===== config.mk =====
export PLATFORM = sky130hd
export DESIGN_NAME = ms_delay_timer
export DESIGN_NICKNAME = d
export VERILOG_FILES = /design/src/rtl/ms_delay_timer_pkg.sv /design/src/rtl/ms_delay_timer.sv
export SDC_FILE = /design/constraint.sdc
export NUM_CORES = 1
export LEC_CHECK = 0
export CAP_MARGIN = 20
export CELL_PAD_IN_SITES_DETAIL_PLACEMENT = 1
export CELL_PAD_IN_SITES_GLOBAL_PLACEMENT = 1
export CORE_UTILIZATION = 36
export DETAILED_ROUTE_END_ITERATION = 12
export PLACE_DENSITY_LB_ADDON = 0.1
export SYNTH_ARGS = -nofsm -noshare
export SYNTH_HDL_FRONTEND = slang
export SYNTH_SLANG_ARGS = --single-unit

===== constraint.sdc =====
create_clock -name Clk -period 2.7 [get_ports Clk]
set_clock_uncertainty 0.15 [all_clocks]
set_input_delay 0.675 -clock Clk [delete_from_list [all_inputs] [get_ports Clk]]
set_output_delay 0.675 -clock Clk [all_outputs]
set_load 0.01 [all_outputs]

===== src/rtl/ms_delay_timer_pkg.sv =====
// Shared state encodings and defaults for the millisecond delay timer.
// Imported by the timer and by any parent that decodes its state.
package ms_delay_timer_pkg;

   localparam int DEFAULT_WIDTH = 16;

   typedef enum logic [1:0] {
      ST_IDLE = 2'd0,
      ST_RUN  = 2'd1,
      ST_DONE = 2'd2
   } state_e;

endpackage


===== src/rtl/ms_delay_timer.sv =====
// Millisecond interval timer: gates the 1 ms tick generator on while running,
// counts ticks down from the loaded duration and pulses done on expiry.
module ms_delay_timer
   import ms_delay_timer_pkg::*;
#(
   parameter int WIDTH = DEFAULT_WIDTH
) (
   input  logic             Clk,
   input  logic             Rst,
   input  logic             msTick,
   input  logic             start,
   input  logic             abort,
   input  logic [WIDTH-1:0] duration,
   output logic             msEnable,
   output logic             busy,
   output logic             done,
   output logic [WIDTH-1:0] remaining
);

   localparam logic [WIDTH-1:0] ONE = {{(WIDTH-1){1'b0}}, 1'b1};

   state_e           state_q, state_d;
   logic [WIDTH-1:0] remaining_q, remaining_d;
   logic             ms_enable_q;
   logic             busy_q;
   logic             done_q;

   always_comb begin
      state_d     = state_q;
      remaining_d = remaining_q;
      case (state_q)
         ST_IDLE: begin
            remaining_d = '0;
            if (start && !abort) begin
               if (duration != '0) begin
                  state_d     = ST_RUN;
                  remaining_d = duration;
               end else begin
                  state_d = ST_DONE;
               end
            end
         end
         ST_RUN: begin
            // abort is checked first so a coincident tick cannot complete the interval
            if (abort) begin
               state_d     = ST_IDLE;
               remaining_d = '0;
            end else if (msTick) begin
               if (remaining_q > ONE) begin
                  remaining_d = remaining_q - ONE;
               end else begin
                  remaining_d = '0;
                  state_d     = ST_DONE;
               end
            end
         end
         ST_DONE: begin
            state_d     = ST_IDLE;
            remaining_d = '0;
         end
         default: begin
            state_d     = ST_IDLE;
            remaining_d = '0;
         end
      endcase
   end

   // Status outputs are decoded from the next state so they line up with state_q.
   always_ff @(posedge Clk) begin
      if (!Rst) begin
         state_q     <= ST_IDLE;
         remaining_q <= '0;
         ms_enable_q <= 1'b0;
         busy_q      <= 1'b0;
         done_q      <= 1'b0;
      end else begin
         state_q     <= state_d;
         remaining_q <= remaining_d;
         ms_enable_q <= (state_d == ST_RUN);
         busy_q      <= (state_d != ST_IDLE);
         done_q      <= (state_d == ST_DONE);
      end
   end

   assign msEnable  = ms_enable_q;
   assign busy      = busy_q;
   assign done      = done_q;
   assign remaining = remaining_q;

endmodule

# Yosys cells after proc, flatten, opt, wreduce, memory -nomap -nowiden
# Index checks and enable logic that the tools add are counted.
[op_classes]
n_addsub = 1
order_cmp = 1
n_eq_ne = 4
n_mux = 12
reduce_logical = 5
[ops]
columns = ["cell", "n"]
rows = [
  ["16-bit 2-to-1 mux", 5],
  ["16-bit case mux with 2 select lines", 1],
  ["16-bit by 1-bit greater-than comparator with 1-bit output, second input constant", 1],
  ["16-bit nonzero test", 1],
  ["16-bit by 1-bit subtractor with 16-bit output, second input constant", 1],
  ["2-bit 2-to-1 mux", 5],
  ["2-bit by 1-bit equality test with 1-bit output, second input constant", 2],
  ["2-bit case mux with 2 select lines", 1],
  ["3-bit inequality test, second input constant", 1],
  ["2-bit equality test, second input constant", 1],
  ["2-bit logical NOT", 1],
  ["2-bit nonzero test", 1],
  ["1-bit logical AND", 1],
  ["1-bit logical NOT", 1],
]
[word_totals]
ff_bits = 21
in_bits = 21
word_cells = 28

# Logic depth before layout (Yosys ltp)
[logic_depth]
ltp_word = 6
ltp_mapped = 8
ltp_nobuf = 7

# Worst setup path after synthesis
# OpenSTA, ideal clock, no wires.
[synth_timing]
path_kind = "input -> register"
startpoint = "in abort"
endpoint = "reg remaining_q[9] (netlist: remaining[9])"
setup_time_ps = 79
arrival_time_ps = 1787
t_required_ps = 2471
setup_slack_ps = 684
stages = 5
n_path_buf = 0
cell_sequence = "nor3b_4 > nand3_1 > a211o_1 > or4_1 > o211ai_1"
[synth_between]
elab_chain_len = 4
word_cells_on_any_way = 6
cone_classes = "eq/ne (1); mux (3); reduce/logical (2)"
[synth_rtl]
columns = ["item", "line", "source"]
rows = [
  ["from (decl)", "ms_delay_timer.sv:12", "input logic abort,"],
  ["1-bit logical NOT", "ms_delay_timer.sv:34", "if (start && !abort) begin"],
  ["1-bit logical AND", "ms_delay_timer.sv:34", ""],
  ["16-bit 2-to-1 mux", "ms_delay_timer.sv:34", ""],
  ["16-bit case mux with 2 select lines", "ms_delay_timer.sv:31", "case (state_q)"],
  ["to (signal assigned)", "ms_delay_timer.sv:78", "remaining_q <= remaining_d;"],
  ["to (decl)", "ms_delay_timer.sv:23", "logic [WIDTH-1:0] remaining_q, remaining_d;"],
]
# Several ways; a longest one is shown, not always the timed one.
# A chain may end at the register's enable or synchronous reset.

# Worst setup path after layout
[layout_timing]
startpoint = "in abort"
endpoint = "reg remaining_q[13] (netlist: remaining[13])"
# Same word-level chain as after synthesis.

==> key figures <==
Final layout
  – NumNets Final: 215
  – Area Growth Syn to Fin: 40.4%
  – Multi-input gate area: 759 sq um
  – Fin cells: 237
  – Ratio of cells with drive above 1 in the final layout: 0.120
  – Design area: 1750 sq um
  – Layout fillers: 422
  – ANT cells: 0
  – FF/Latch Area: 420 sq um

Yosys
  – Ys async rst share: 0
  – Syn_nets: 168
  – Cell taking the most area after synthesis: dfxtp_1
  – Sequential area share after synthesis: 0.337
  – Post-Synthesis Cells: 145
  – Mapped Area: 1250 sq um
  – Post-synth EDFFs: 0
  – Area fraction of the dominant cell type after synthesis: 0.337
  – Synthesized flop and latch total: 21
  – Ys flop type: dfxtp_1
  – Library cells used by synthesis: 44
  – Top area cells in the synthesized netlist: dfxtp_1, a22oi_1, o21ai_0
  – Yosys warning count: 0
  – Avg Inst Size Synth: 8.61 sq um

Worst setup path
  – CP Capture Type: register
  – CP Max Fanout: 7
  – Crit Path Class: in2reg
  – Worst path arrival time: 2.54 ns
  – CP Launch Type: primary input
  – Req. time, crit path: 2.78 ns

Placed design
  – RePlAce Congestion: 0.896
  – Port buffer count: 39
  – Placed cell count: 233
  – Placed Area: 1730 sq um
  – Final HPWL DP: 3350 um

Die
  – Row count: 21
  – Io pins: 40
  – Initial Util: 0.374
  – Die area: 3710 sq um
  – Core Region: 3340 sq um
  – Die width: 60.9 um
  – Die height: 60.9 um

STA
  – Final hold violations: 0
  – Pin slew with the least headroom to its limit: 0.461 ns
  – RSZ-0062 raised after global routing: false
  – Period utilization: 0.908
  – Fmax: 0.408 GHz
  – Setup-failing EPs final: 0
  – Relative slew slack: 0.688
  – Post-layout min period: 2.45 ns
  – Pins Over Slew Limit: 0

Drt
  – Initial DRC Count: 46
  – WL/cell: 18.5 um
  – Vias per inst: 6.00
  – Final wirelength: 4380 um
  – Detail Route Antenna Nets: 0
  – DRC viols: 0
  – DR vias: 1423
  – Drt pass-1 iters: 4

Pwr
  – Combinational fraction of design power: 0.277
  – Switching pwr: 0.227 mW
  – Clock power frac: 0.237
  – Power share of the sequential group: 0.486
  – Switching Share: 0.325
  – Peak supply drop: 0.154 mV
  – P per Cell Area: 398 nW/um^2
  – Leak: 0.621 nW
  – Internal power: 0.471 mW

Clock tree
  – Root Buffer: clkbuf_4
  – Clock slew at reported path FFs: 0.13 ns
  – Hold_buf cts: 0
  – # H-tree levels: 1
  – Setup Buffers After CTS: 0
  – Clk sinks: 21
  – Clock Tree Buf Depth: 2
  – Worst skew pair latency: 0.31 ns
  – Total CTS buffers: 3
  – CTS tree: done
  – CTS-repair resized insts: 0

Outcome
  – Status: finished clean

GRT
  – Initial antenna violation count: 0
  – GRT Total Usage: 0.258
  – Total global routing overflow: 0
  – Vias in the first global route: 1403
  – First-pass GRT wire length: 6990 um
  – Largest net degree at the start of global routing: 15

Min path
  – Hold Crit Class: reg2reg

Job
  – Max Cap Viol: 0
[sequential cells by signal, summed over array words and instances, names as in the netlist]
signal,flops
busy,1
done,1
msEnable,1
remaining,16
state_q,2
[cell usage in the layout (no fill, tap or decap), drive strengths merged, types with 5 or more instances in the layout]
master and count:
a21oi 6, a22oi 7, buf 9, clkdlybuf4s50 39, dfxtp 21, inv 5
nand2 10, nand3 6, nand4 6, nor2 10, nor3 8, nor4 6
o21ai 8
[cells by family after synthesis]
kind of cell             after synthesis  synth area share
AND/OR/NAND/NOR                       67             0.336
adder cells (fa/ha/maj)                2            0.0200
AO/OA/AOI/OAI                         42             0.238
buffers and inverters                 11            0.0551
flip-flops                            21             0.337
XOR/XNOR                               2            0.0140
[layer usage]
metal	up-vias	routed length (um)	global-route usage
met5	-	0	0
met4	0	102	0.101
met3	13	217	0.0384
met2	52	2090	0.430
li1	670	-	-
met1	688	1970	0.334
[power groups by stage]
| stage | Sequential (mW) | Clock [mW] | Combinational [mW] |
|---|---|---|---|
| 3_5_place_dp | 0.345 | 0 | 0.191 |
| 6_report | 0.339 | 0.166 | 0.193 |
| 3_3_place_gp | 0.344 | 0 | 0.189 |
| 2_1_floorplan | 0.346 | 0 | 0.0961 |
| 5_1_grt | 0.341 | 0.184 | 0.211 |
| 4_1_cts | 0.338 | 0.166 | 0.193 |
[path summary, 6_finish.rpt]
check / from / endpoint / slack (ns) / cells past startpoint
max reg2reg: remaining[1]$_SDFFE_PN0P_ / remaining[7]$_SDFFE_PN0P_ / 0.39 / 7
max: abort / remaining[13]$_SDFFE_PN0P_ / 0.25 / 6
min reg2reg: remaining[9]$_SDFFE_PN0P_ / remaining[9]$_SDFFE_PN0P_ / 0.40 / 2
min: remaining[9]$_SDFFE_PN0P_ / remaining[9]$_SDFFE_PN0P_ / 0.40 / 2
[metrics by stage]
| stage | hold WS, ns | setup WS, ns | setup TNS [ns] | utilization | total power [mW] |
|---|---|---|---|---|---|
| 6_report | 0.401 | 0.249 | 0 | 0.525 | 0.698 |
| 5_1_grt | 0.428 | 0.0469 | 0 | 0.525 | 0.736 |
| 4_1_cts | 0.406 | 0.259 | 0 | 0.525 | 0.698 |
| 3_5_place_dp | 0.385 | -0.0637 | -0.153 | 0.517 | 0.536 |
| 3_3_place_gp | 0.369 | 0.0345 | 0 | 0.517 | 0.534 |
| 2_1_floorplan | 0.355 | 0.684 | 0 | - | 0.442 |
[layout make-up]
cell class / count / area share
inverter: 5 / 0.0107
tap: 46 / 0.0328
multi-input combinational: 113 / 0.433
timing repair buffer: 48 / 0.268
clock buffer: 4 / 0.0150
sequential: 21 / 0.240
[synthesized netlist by cell type (all sizes together) (2+ instances only)]
cell and instances:
and3 2, nor3 8, nand2 10, nand4b 2, xnor2 2, nor2 10, a22oi 7, inv 5
o21ai 8, nand3 6, and2 2, nor3b 2, nand4 6, clkbuf 2, buf 4, or3 4
o31ai 4, ha 2, o211ai 4, a32oi 4, or4 2, nand2b 2, a21oi 6, nor4 6
nor4b 2, dfxtp 21
[critical path: stages]
cell and delay [ns]:
clkdlybuf4s50_1 0.54, nor4b_1 0.51, and2_1 0.32, buf_4 0.20, o31ai_1 0.08, o211ai_1 0.20
(Power assumes the default switching activity.)
